### config.mk
export PLATFORM = sky130hd
export DESIGN_NAME = sfm_tcdm_splitter
export DESIGN_NICKNAME = d
export VERILOG_FILES = /design/src/rtl/sfm_pkg.sv /design/src/rtl/sfm_lane_fifo.sv /design/src/rtl/sfm_tcdm_splitter.sv
export SDC_FILE = /design/constraint.sdc
export NUM_CORES = 1
export LEC_CHECK = 0
export ABC_CLOCK_PERIOD_IN_PS = 2800
export CAP_MARGIN = 20
export CORE_AREA = 2 2 283 285
export CTS_CLUSTER_SIZE = 8
export DETAILED_ROUTE_END_ITERATION = 7
export DIE_AREA = 0 0 285 287
export GPL_ROUTABILITY_DRIVEN = 0
export PLACE_DENSITY = 0.53
export SLEW_MARGIN = 5
export SYNTH_ARGS = -nofsm -noshare
export SYNTH_HDL_FRONTEND = slang
export SYNTH_HIERARCHICAL = 1
export SYNTH_SLANG_ARGS = --single-unit
### constraint.sdc
create_clock -name clk_i -period 2.8 [get_ports clk_i]
set_input_delay 0.42 -clock clk_i [delete_from_list [all_inputs] [get_ports clk_i]]
set_output_delay 0.42 -clock clk_i [all_outputs]
set_load 0.05 [all_outputs]
### src/rtl/sfm_pkg.sv
// Shared types and constants for the softmax engine TCDM splitter.
// Latency: n/a (package only).
// Backpressure: n/a (package only).
package sfm_pkg;

   // Width of one TCDM lane and its byte-enable field.
   localparam int TCDM_LANE_W    = 32;
   localparam int TCDM_LANE_BE_W = TCDM_LANE_W / 8;

   // IDLE: no lane of the current wide request has been granted yet.
   // PARTIAL: some lanes granted, remaining lanes still being requested.
   typedef enum logic {SPLIT_IDLE, SPLIT_PARTIAL} sfm_split_state_e;

   // Byte address of lane idx for a word-aligned wide base address.
   // Wraps modulo 2^32 like the bus itself.
   function automatic logic [31:0] lane_addr(input logic [31:0] base, input int unsigned idx);
      return base + (idx << 2);
   endfunction

endpackage

### src/rtl/sfm_lane_fifo.sv
// Per-lane read-response buffer: synchronous FIFO with soft clear.
// Latency: one cycle from push to visible head/non-empty.
// Backpressure: none on push (caller guarantees no push when full); pop ignored when empty.
module sfm_lane_fifo #(
   parameter int WIDTH = 32,
   parameter int DEPTH = 2
) (
   input  logic             clk_i,
   input  logic             rst_ni,
   input  logic             clear_i,
   input  logic             push,
   input  logic [WIDTH-1:0] push_data,
   input  logic             pop,
   output logic [WIDTH-1:0] head,
   output logic             full,
   output logic             empty
);

   localparam int PW = (DEPTH > 1) ? $clog2(DEPTH) : 1;
   localparam int CW = $clog2(DEPTH + 1);

   logic [WIDTH-1:0] mem [DEPTH];
   logic [PW-1:0]    wr_ptr;
   logic [PW-1:0]    rd_ptr;
   logic [CW-1:0]    cnt;
   logic             do_push;
   logic             do_pop;

   assign full    = (cnt == CW'(DEPTH));
   assign empty   = (cnt == '0);
   assign do_push = push & ~full;
   assign do_pop  = pop & ~empty;
   assign head    = mem[rd_ptr];

   // Pointer and occupancy bookkeeping; reset and clear both empty the buffer.
   always_ff @(posedge clk_i) begin
      if (!rst_ni || clear_i) begin
         wr_ptr <= '0;
         rd_ptr <= '0;
         cnt    <= '0;
      end else begin
         if (do_push) begin
            wr_ptr <= (wr_ptr == PW'(DEPTH - 1)) ? '0 : wr_ptr + 1'b1;
         end
         if (do_pop) begin
            rd_ptr <= (rd_ptr == PW'(DEPTH - 1)) ? '0 : rd_ptr + 1'b1;
         end
         case ({do_push, do_pop})
            2'b10:   cnt <= cnt + 1'b1;
            2'b01:   cnt <= cnt - 1'b1;
            default: cnt <= cnt;
         endcase
      end
   end

   // Storage write; data words need no reset since occupancy gates their use.
   always_ff @(posedge clk_i) begin
      if (do_push) begin
         mem[wr_ptr] <= push_data;
      end
   end

endmodule

### src/rtl/sfm_tcdm_splitter.sv
// Splits one wide HCI-style TCDM request into MP 32-bit lane requests and re-joins the read responses.
// Latency: gnt_o combinational on the last lane grant; wide response one cycle after the last lane response.
// Backpressure: reads stall (no lane requests) while FIFO_DEPTH wide reads are unpopped; r_ready_i holds responses.
module sfm_tcdm_splitter
   import sfm_pkg::*;
#(
   parameter int MP         = 4,
   parameter int FIFO_DEPTH = 2
) (
   input  logic                          clk_i,
   input  logic                          rst_ni,
   input  logic                          clear_i,
   input  logic                          req_i,
   output logic                          gnt_o,
   input  logic [31:0]                   add_i,
   input  logic                          wen_i,
   input  logic [MP*TCDM_LANE_BE_W-1:0]  be_i,
   input  logic [MP*TCDM_LANE_W-1:0]     data_i,
   output logic [MP*TCDM_LANE_W-1:0]     r_data_o,
   output logic                          r_valid_o,
   input  logic                          r_ready_i,
   output logic                          busy_o,
   output logic [MP-1:0]                 tcdm_req_o,
   input  logic [MP-1:0]                 tcdm_gnt_i,
   output logic [MP*TCDM_LANE_W-1:0]     tcdm_add_o,
   output logic [MP-1:0]                 tcdm_wen_o,
   output logic [MP*TCDM_LANE_BE_W-1:0]  tcdm_be_o,
   output logic [MP*TCDM_LANE_W-1:0]     tcdm_data_o,
   input  logic [MP*TCDM_LANE_W-1:0]     tcdm_r_data_i,
   input  logic [MP-1:0]                 tcdm_r_valid_i
);

   localparam int OCC_W = $clog2(FIFO_DEPTH + 1);

   sfm_split_state_e state_q;
   sfm_split_state_e state_d;
   logic [MP-1:0]    granted_q;
   logic [MP-1:0]    granted_d;
   logic [OCC_W-1:0] occ_q;
   logic [OCC_W-1:0] occ_d;

   logic             run;
   logic             allow;
   logic             req_active;
   logic             done;
   logic             rd_start;
   logic             pop;
   logic [MP-1:0]    needed;
   logic [MP-1:0]    lane_req;
   logic [MP-1:0]    lane_win;
   logic [MP-1:0]    fifo_full;
   logic [MP-1:0]    fifo_empty;
   logic [31:0]      base_addr;
   logic             unused_bits;

   // Outputs are forced quiet in any cycle where reset or clear is asserted.
   assign run        = rst_ni & ~clear_i;

   // Reads reserve one slot per lane FIFO when they start issuing; once a
   // read has started it must be allowed to finish, hence the PARTIAL term.
   assign allow      = ~wen_i | (state_q == SPLIT_PARTIAL) | (occ_q < OCC_W'(FIFO_DEPTH));
   assign req_active = req_i & allow & run;

   assign base_addr  = {add_i[31:2], 2'b00};

   // Lanes already granted, or not needed by a write, never request again.
   assign lane_req   = {MP{req_active}} & needed & ~granted_q;
   assign lane_win   = lane_req & tcdm_gnt_i;
   assign done       = &(granted_q | lane_win | ~needed);

   assign gnt_o      = req_active & done;
   assign tcdm_req_o = lane_req;
   assign tcdm_wen_o = {MP{wen_i}};
   assign tcdm_be_o  = be_i;
   assign tcdm_data_o = data_i;

   assign r_valid_o  = run & ~(|fifo_empty);
   assign pop        = r_valid_o & r_ready_i;
   assign busy_o     = run & ((state_q == SPLIT_PARTIAL) | (occ_q != '0));

   // Full never coincides with a push: occ_q bounds every lane FIFO's fill.
   // The sub-word address bits are ignored by a word-aligned wide access.
   assign unused_bits = (|fifo_full) | (|add_i[1:0]);

   for (genvar i = 0; i < MP; i++) begin : g_lane
      assign needed[i] = wen_i | (|be_i[i*TCDM_LANE_BE_W +: TCDM_LANE_BE_W]);
      assign tcdm_add_o[i*TCDM_LANE_W +: TCDM_LANE_W] = lane_addr(base_addr, 32'(i));

      sfm_lane_fifo #(
         .WIDTH (TCDM_LANE_W),
         .DEPTH (FIFO_DEPTH)
      ) u_fifo (
         .clk_i     (clk_i),
         .rst_ni    (rst_ni),
         .clear_i   (clear_i),
         .push      (tcdm_r_valid_i[i]),
         .push_data (tcdm_r_data_i[i*TCDM_LANE_W +: TCDM_LANE_W]),
         .pop       (pop),
         .head      (r_data_o[i*TCDM_LANE_W +: TCDM_LANE_W]),
         .full      (fifo_full[i]),
         .empty     (fifo_empty[i])
      );
   end

   // Next-state logic: collect lane grants until every needed lane is covered.
   always_comb begin
      state_d   = state_q;
      granted_d = granted_q;
      rd_start  = 1'b0;
      case (state_q)
         SPLIT_IDLE: begin
            if (req_active) begin
               if (done) begin
                  // Completed in one cycle; a read has granted all lanes here.
                  rd_start = wen_i;
               end else if (|lane_win) begin
                  granted_d = lane_win;
                  state_d   = SPLIT_PARTIAL;
                  rd_start  = wen_i;
               end
            end
         end
         SPLIT_PARTIAL: begin
            if (req_active & done) begin
               granted_d = '0;
               state_d   = SPLIT_IDLE;
            end else begin
               granted_d = granted_q | lane_win;
            end
         end
         default: begin
            state_d   = SPLIT_IDLE;
            granted_d = '0;
         end
      endcase
   end

   // Outstanding wide reads: counted from first lane grant until popped.
   always_comb begin
      occ_d = occ_q;
      case ({rd_start, pop})
         2'b10:   occ_d = occ_q + 1'b1;
         2'b01:   occ_d = occ_q - 1'b1;
         default: occ_d = occ_q;
      endcase
   end

   // State registers; soft clear abandons any in-flight transaction.
   always_ff @(posedge clk_i) begin
      if (!rst_ni || clear_i) begin
         state_q   <= SPLIT_IDLE;
         granted_q <= '0;
         occ_q     <= '0;
      end else begin
         state_q   <= state_d;
         granted_q <= granted_d;
         occ_q     <= occ_d;
      end
   end

endmodule
* Word-level counts from Yosys, hierarchy flattened
Memories as Yosys holds them, arrays and structs flattened. A register that Yosys moved wholly into a read port is not among the register bits.
Index checks and enable logic that the tools add are counted.
** Operators by class
- Add/sub/neg operators :: 21
- Order comparisons :: 1
- Eq/ne operators :: 17
- Mux-type cells :: 43
- Bitwise logic cells :: 41
- Reduce and logical (&&, ||, !) cells :: 20
** Operators with widths (number)
- adder 32 x 4 -> 32 bit (second input constant) :: 2
- adder 32 x 3 -> 32 bit (second input constant) :: 1
- two-way mux 1 bit :: 32
- OR reduction 4 bit :: 6
- one-hot mux 2 bit (2 select lines) :: 5
- equality test 2 bit (second input constant) :: 9
- two-way mux 4 bit :: 4
- bitwise AND 1 bit :: 15
- bitwise AND 4 bit :: 3
- NOT 1 bit :: 12
- nonzero test 2 bit :: 6
- adder 2 x 1 -> 2 bit (second input constant) :: 5
- equality test 2 x 1 -> 1 bit (second input constant) :: 5
- subtractor 2 x 1 -> 2 bit (second input constant) :: 5
- adder 1 bit (second input constant) :: 8
- zero test 2 bit :: 4
- NOT 4 bit :: 2
- OR 4 bit :: 2
- one-hot mux 4 bit (2 select lines) :: 1
- OR 1 bit :: 7
- inequality test 2 bit (second input constant) :: 3
- AND reduction 4 bit :: 1
- AND reduction 3 bit :: 1
- < comparator 2 bit (second input constant) :: 1
- 3 further kinds :: 3
** Word-level totals
- Bits in registers :: 23
- Memory bits (writable) :: 256
- Input bits :: 318
- Output and inout port bits :: 411
- Word-level logic and storage cells :: 162
- Memories :: 4
** Memories
- g_lane[0].u_fifo.mem :: depth 2, bits a word 32, read ports 1, clocked after Yosys merged registers in 1, wr ports 1, line sfm_lane_fifo.sv:22 : logic [WIDTH-1:0] mem [DEPTH];
- g_lane[1].u_fifo.mem :: depth 2, bits a word 32, read ports 1, clocked after Yosys merged registers in 1, wr ports 1, line sfm_lane_fifo.sv:22
- g_lane[2].u_fifo.mem :: depth 2, bits a word 32, read ports 1, clocked after Yosys merged registers in 1, wr ports 1, line sfm_lane_fifo.sv:22
- g_lane[3].u_fifo.mem :: depth 2, bits a word 32, read ports 1, clocked after Yosys merged registers in 1, wr ports 1, line sfm_lane_fifo.sv:22

* Logic depth before layout (Yosys ltp)
Gate-level depths: netlist of the first run.
- Depth after elaboration :: 16
- Gate-level depth with buffers :: 10
- Gate-level depth less buffers :: 9

* Modules after synthesis
The synthesis of the first run kept the hierarchy.
** Modules (own cells, without submodules)
- sfm_lane_fifo :: instances 4, cells an instance 127, area an instance 2531.2 um2, sequential area each 2021.9 um2
- sfm_tcdm_splitter :: instances 1, cells an instance 512, area an instance 3563.4 um2, sequential area each 140.1 um2

* Worst setup path before layout of the first run
No wires, ideal clock.
- Path kind :: input to output
- From :: in add_i[3]
- To :: out tcdm_add_o[125]
- Arrival time :: 2.749 ns
- Data required time :: 2.380 ns
- Setup slack :: -0.369 ns
- Stages on the path :: 6
- Buffers on the path :: 0
- Cells stage by stage :: inv_1 > ha_1 > a21oi_1 > nor4_1 > nand4_1 > xnor2_1
** On the way
- Word-level cells in the longest chain between the ends :: 1
** Ends and longest elaborated chain
- start: declaration :: line sfm_tcdm_splitter.sv:15 : input logic [31:0] add_i,
- adder 32 x 4 -> 32 bit :: line sfm_pkg.sv:17 : return base + (idx << 2);
- end: declaration :: line sfm_tcdm_splitter.sv:25 : output logic [MP*TCDM_LANE_W-1:0] tcdm_add_o,
Every way passes these cells.

* Final worst setup path of the first run
- From :: in add_i[15]
- To :: out tcdm_add_o[89]
The elaborated chain is that of the path after synthesis.

==> flow_summary.json, run 1 <==
{
  "grt_overflow_total": 0,
  "final-hold-violation-count": 0,
  "clockBufferDepth": 3,
  "synth.top_cell.area_share_pct": 56.2,
  "grtUsageTotal_pct": 12.8,
  "instances_no_fill": 2560,
  "grt_pass1_wl_um": 75200,
  "vias": 9713,
  "grt_max_degree": 33,
  "met3_usage_pct": 7.77,
  "io_buffer_count": 462,
  "ys_async_sr_fraction_pct": 0,
  "dp.cells": 2471,
  "fp-row-count": 103,
  "crit_path_top_delay_cell": "clkdlybuf4s50_1",
  "synth_seq_cells": 283,
  "cts_buffers": 41,
  "rsz0062_at_grt": "yes",
  "synth_top_cell_by_area": "edfxtp_1",
  "wire_per_inst_um": 21.7,
  "yosysWarnings": 6,
  "p_switching_mw": 3.28,
  "tritoncts": "done",
  "layout_min_cycle_time_ps": 2740,
  "hold_path_class": "in -> reg",
  "p_leak_nw": 8.36,
  "crit_buf_inv": 5,
  "start_util_pct": 17.4,
  "cts-root-buf": "clkbuf_16",
  "detail_route.iter0.violations": 248,
  "crit_required_ps": 2380,
  "dp_slack_ps": -322,
  "seqPwrFrac_pct": 40.6,
  "fin_crit_sh_pct": 97.8,
  "crit_type": "in -> out",
  "status": "finished, final reports clean",
  "io_pins": 729,
  "avgSynthCellArea_sq_um": 13.4,
  "switching_share_pct": 27.5,
  "grt_use_met2_pct": 22.9,
  "layout-drive-gt1-share_pct": 38.5,
  "htreeDepth": 2,
  "die_y_um": 287,
  "first_global_vias": 10300,
  "worstSetupEndpointType": "output port",
  "drt-total-wl_um": 55600,
  "die_w_um": 285,
  "tightest_slew_ps": 589,
  "cp_max_fo": 6,
  "crit_family": "buffers and inverters",
  "dieArea_sq_mm": 0.0818,
  "postRouteAntennaNets": 0,
  "syn_to_final_growth_pct": 61.7,
  "clock_latency_ps": 550,
  "drc": 0,
  "synth_cell_types": 42,
  "p_clk_share_pct": 37.9,
  "synth_area_leaders": "edfxtp_1 56%, buf_4 10%, mux2_1 5.6%, mux2_2 4.9%, dfxtp_1 3.9%",
  "coreArea_sq_mm": 0.0786,
  "whs_ps": 455,
  "p_comb_share_pct": 21.5,
  "path_clk_slew_ps": 50,
  "path_cells": "clkdlybuf4s50_1 -> buf_12 -> and4_1 -> and3_4 -> and3_4 -> buf_4 -> xor2_1 -> buf_4 -> buf_12",
  "p_int_mw": 8.66,
  "hold_buffers": 0,
  "worstSetupStartpointType": "input pin",
  "power_density_mw_per_mm2": 539,
  "finalInstanceArea_sq_mm": 0.0221,
  "ys_seq_area_share_pct": 60.1,
  "final_net_count": 1806,
  "ir_drop_mv": 0.334,
  "maxCapViolCount": 0,
  "crit_path_max_incr_delay_ps": 510,
  "netlist_instances": 1020,
  "max_clock_freq_ghz": 0.365,
  "relSlewSlack_pct": 60.6,
  "placed_cell_area_sq_mm": 0.0205,
  "setup_ws_ps": 62.7,
  "finalClockSkew_ps": 38.1,
  "synth_ff_type": "edfxtp_1",
  "clkSinkCount": 283,
  "first_pass_iters": 4,
  "worstPathArrival_ps": 2320,
  "met1_usage_pct": 12.0,
  "post-dp-hpwl_um": 46400,
  "grt_busiest_layer": "met2",
  "slew_violations": 0,
  "viasPerCell": 3.79,
  "synth_edf_count": 256,
  "antenna_found_initial": 9,
  "setup_viol": 0,
  "synth.cell_area_sq_mm": 0.0137
}
-- power groups by stage --
stage / clock (mW) / sequential, mW / combinational, mW
floorplan: 0 / 4.92 / 1.74
global placement: 0 / 4.92 / 2.54
detailed placement: 0 / 4.93 / 2.56
CTS: 4.69 / 4.85 / 2.58
global route: 4.83 / 4.86 / 2.67
finish: 4.52 / 4.85 / 2.56
-- per-stage QoR --
| step | TNS (ps) | util (%) | total power [mW] |
|---|---|---|---|
| CTS | 0 | 27.9 | 12.1 |
| global route | -11.2 | 28.2 | 12.4 |
| floorplan | 0 | - | 6.66 |
| finish | 0 | 28.2 | 11.9 |
| global placement | -6100 | 26.1 | 7.46 |
| detailed placement | -7350 | 26.1 | 7.48 |
-- synth_stat cells, types with 9 or more instances --
master	n
a21oi_1	11
and3_1	18
buf_2	22
buf_4	190
clkbuf_1	16
dfxtp_1	27
edfxtp_1	256
ha_1	9
inv_1	13
mux2_1	68
mux2_2	60
nand2_1	35
nand3_1	23
nand4_1	15
nor2_1	59
nor3_1	10
o21ai_0	13
or3_1	14
xnor2_1	55
xor2_1	42
-- state kept, by name, summed over array words and instances, names as in the netlist, named ones only --
register              count
granted_q                 4
g_lane.u_fifo/rd_ptr      4
state_q                   1
g_lane.u_fifo/wr_ptr      4
occ_q                     2
g_lane.u_fifo/mem       256
g_lane.u_fifo/cnt         8
-- per-layer routing --
metal / part of all wire (%) / wire, um / vias up
met5: 0.32 / 178 / -
met4: 3.5 / 1970 / 10
met3: 15 / 8150 / 95
met2: 49 / 27400 / 644
met1: 32 / 17900 / 4606
li1: - / - / 4358
-- cells by family (layout without fill, tap and decap cells) --
| kind of cell | after synthesis | after routing | synth area share [%] |
|---|---|---|---|
| XOR/XNOR | 97 | 97 | 6.21 |
| AO/OA/AOI/OAI | 38 | 38 | 1.69 |
| AND/OR/NAND/NOR | 216 | 216 | 8.39 |
| flip-flops | 283 | 283 | 60.1 |
| other | 1 | 10 | 0.0274 |
| buffers and inverters | 248 | 729 | 12.2 |
| adder cells (fa/ha/maj) | 9 | 9 | 0.823 |
| multiplexers | 128 | 128 | 10.5 |
-- worst paths after layout --
kind	from	endpoint	slack [ps]	cells past startpoint
worst max-delay path	add_i[15]	tcdm_add_o[89]	60	9
worst min-delay path	tcdm_r_data_i[105]	g_lane[3].u_fifo/mem[1][9]	460	1
worst max register to register	g_lane[0].u_fifo/cnt[0]	g_lane[2].u_fifo/cnt[1]	170	8
worst min register to register	g_lane[3].u_fifo/wr_ptr	g_lane[3].u_fifo/wr_ptr	490	2
-- final cells by class --
type / count / area (sq um)
multi-input cells: 496 / 4170
diodes: 2 / 5.00
clock buffers: 68 / 1140
well taps: 1050 / 1310
repair buffers: 640 / 7150
clock inverters: 4 / 66.3
fillers: 7999 / 56500
inverters: 17 / 63.8
flip-flops and latches: 283 / 8230
-- worst register-to-register path, delay by kind of cell, from the launching register on --
| family | cells | cell delay, ps |
|---|---|---|
| simple gates | 5 | 1480 |
| flops | 1 | 420 |
| compound gates | 2 | 380 |
| fa+ha+maj | 1 | 270 |
-- timing repair --
item,in CTS,in global routing
gates cloned,0,0
pin swaps,19,21
buffers inserted,8,7
hold endpoints to repair,0,0
gates resized for setup,58,39
endpoints found under the setup margin,65,32
-- layout by cell type, fill, tap and decap left out, types with 10 or more instances in the layout --
cell,instances
a21oi_1,10
buf_12,134
buf_4,253
buf_6,10
clkbuf_1,26
clkbuf_16,41
clkdlybuf4s50_1,221
dfxtp_1,25
dlygate4sd2_1,10
edfxtp_1,256
inv_1,13
mux2_1,68
mux2_2,60
nand2_1,32
nand3_1,20
nand4_1,15
nor2_1,51
or3_1,13
xnor2_1,40
xnor2_2,14
xor2_1,37
No activity file was read; power rests on OpenSTA's default activity.
==> inputs of run 2 (changes only) <==
- ABC_CLOCK_PERIOD_IN_PS: 2800 -> 3130
- CORE_AREA: 2 2 283 285 -> 2 2 282 284
- DIE_AREA: 0 0 285 287 -> 0 0 284 286
- DONT_BUFFER_PORTS: unset -> 1
- PLACE_DENSITY: 0.53 -> 0.41
- clock period: 2.8 -> 3.13 ns (I/O delays scaled with it)
==> run 2 against run 1 <==
Compared with the run above: clock-buffer cell count up 1; first-iteration DRC count grew 15%; hold slack worse by 420 ps; worst setup slack better by 300 ps; flip-flop and latch count unchanged; cell count shrank 18%; sequential share of layout area grew 13 points; register-to-register slack better by 420 ps; wire length fell by 15%; total power decreased by 19%; critical endpoint is now tcdm_add_o[63]; largest cell class unchanged; largest power group unchanged; highest routed layer is now met4.
==> flow_summary.json, run 2 (same netlist as run 1, synthesis figures left out) <==
{
  "status": "finished, final reports clean",
  "ir_drop_mv": 0.318,
  "final_net_count": 1347,
  "io_buffer_count": 0,
  "layout_min_cycle_time_ps": 2770,
  "seqPwrFrac_pct": 45.0,
  "crit_required_ps": 2660,
  "setup_viol": 0,
  "finalClockSkew_ps": 33.4,
  "viasPerCell": 3.74,
  "seqCellArea_sq_mm": 0.00823,
  "final-hold-violation-count": 0,
  "finalInstanceArea_sq_mm": 0.0163,
  "wire_per_inst_um": 22.6,
  "crit_path_top_delay_cell": "or3_1",
  "crit_type": "in -> out",
  "slew_violations": 0,
  "worstSetupEndpointType": "output port",
  "clock_latency_ps": 540,
  "p_clk_share_pct": 42.4,
  "fp-row-count": 103,
  "top_layer": "met4",
  "layout_commonest_cell": "edfxtp_1",
  "switching_share_pct": 26.6,
  "max_clock_freq_ghz": 0.361,
  "finalSetupTns_ps": 0,
  "largest_reg_flops": 256,
  "top_register": "g_lane.u_fifo/mem",
  "p_leak_nw": 5.57,
  "first_pass_iters": 5,
  "wl_met3_um": 6640,
  "p_switching_mw": 2.56,
  "grt_pass1_wl_um": 64700,
  "dieArea_sq_mm": 0.0812,
  "dr_wl_met2_um": 24400,
  "final.fill_count": 8472,
  "crit_buf_inv": 1,
  "path_cells": "ha_1 -> nand3_1 -> or3_1 -> nor4_4 -> nand2_1 -> xnor2_1 -> buf_4",
  "p_comb_share_pct": 12.6,
  "coreArea_sq_mm": 0.0784,
  "die_y_um": 286,
  "crit_path_max_incr_delay_ps": 440,
  "antenna_found_initial": 0,
  "path_clk_slew_ps": 50,
  "cts.repair.resized": 0,
  "layout-drive-gt1-share_pct": 23.5,
  "worstPathArrival_ps": 2300,
  "postCtsSetupRepairBufs": 0,
  "first_global_vias": 8308,
  "die_w_um": 284,
  "worstSetupStartpointType": "input pin",
  "crit_family": "simple AND/OR/NAND/NOR gates",
  "reg.largest.list": "g_lane.u_fifo/mem x256, g_lane.u_fifo/cnt x8",
  "htreeDepth": 2,
  "final_cell_mix": "256 x edfxtp_1, 111 x buf_4, 68 x mux2_1, 64 x dlygate4sd3_1, 60 x mux2_2",
  "drc": 0,
  "hold_path_class": "in -> reg",
  "clockBufferDepth": 3,
  "relSlewSlack_pct": 38.7,
  "maxCapViolCount": 0,
  "wl_met1_um": 14900,
  "cp_max_fo": 5,
  "vias": 7863,
  "start_util_pct": 17.5,
  "tritoncts": "done",
  "syn_to_final_growth_pct": 19.0,
  "tightest_slew_ps": 919,
  "postRouteAntennaNets": 0,
  "clkSinkCount": 283,
  "rsz0062_at_grt": "no",
  "detail_route.iter0.violations": 286,
  "placed_cell_area_sq_mm": 0.0144,
  "io_pins": 729,
  "cts_buffers": 41,
  "p_int_mw": 7.08,
  "fin_crit_sh_pct": 88.5,
  "power_density_mw_per_mm2": 592,
  "post-dp-hpwl_um": 37600,
  "grt_max_degree": 33,
  "cts-root-buf": "clkbuf_16",
  "grtUsageTotal_pct": 11.1,
  "multi_input_area_sq_mm": 0.00387,
  "drt-total-wl_um": 47400,
  "grt_overflow_total": 0,
  "power_mw": 9.64
}
-- run 2: worst register-to-register path: cells and delay by family (launching register included) --
family | cells | cell delay [ps]
adders and majority gates | 1 | 280
and+or+nand+nor | 5 | 1410
AOI/OAI and AO/OA | 2 | 370
DFF | 1 | 410
-- run 2: per-stage QoR --
step	hold WS, ps	worst slack, ps	cells	util, %
finish	30.4	360	2103	20.8
global route	5.18	253	2100	20.8
CTS	0.422	338	2100	20.8
detailed placement	478	351	1963	18.4
global placement	473	356	1963	18.4
floorplan	458	96.1	1027	-
-- run 2: area by class of cell --
type | instances | share of cell area (%)
Antenna cell | 3 | 0.0461
Clock buffer | 69 | 7.01
Clock inverter | 4 | 0.407
Inverter | 17 | 0.392
Multi-Input combinational cell | 496 | 23.8
Sequential cell | 283 | 50.5
Tap cell | 1050 | 8.07
Timing Repair Buffer | 181 | 9.79
-- run 2: path summary, 6_finish.rpt --
kind                           start                         end  slack, ps  depth (start not counted)
min                 tcdm_r_data_i[4]  g_lane[0].u_fifo/mem[0][4]         30                          0
min reg2reg  g_lane[2].u_fifo/wr_ptr     g_lane[2].u_fifo/wr_ptr        480                          2
max reg2reg  g_lane[0].u_fifo/cnt[0]     g_lane[3].u_fifo/cnt[1]        590                          8
max                         add_i[3]              tcdm_add_o[63]        360                          7
-- run 2: power groups by stage --
stage               Clock (mW)  Sequential, mW  Combinational, mW
floorplan                    0            4.40               1.55
global placement             0            4.40               1.15
detailed placement           0            4.41               1.15
CTS                       4.26            4.34               1.23
global route              4.39            4.35               1.27
finish                    4.09            4.34               1.21
-- run 2: timing repair --
item / in CTS / in global routing
endpoints found under the setup margin: 0 / 0
hold buffers: 64 / 0
endpoints found under the hold margin: 122 / 0
-- run 2: layer usage --
layer  global-route usage (%)  vias to the layer above
met3                     6.91                       79
met4                     3.75                        0
met5                    0.174                        -
met1                     9.94                     3786
li1                         -                     3429
met2                     20.3                      569
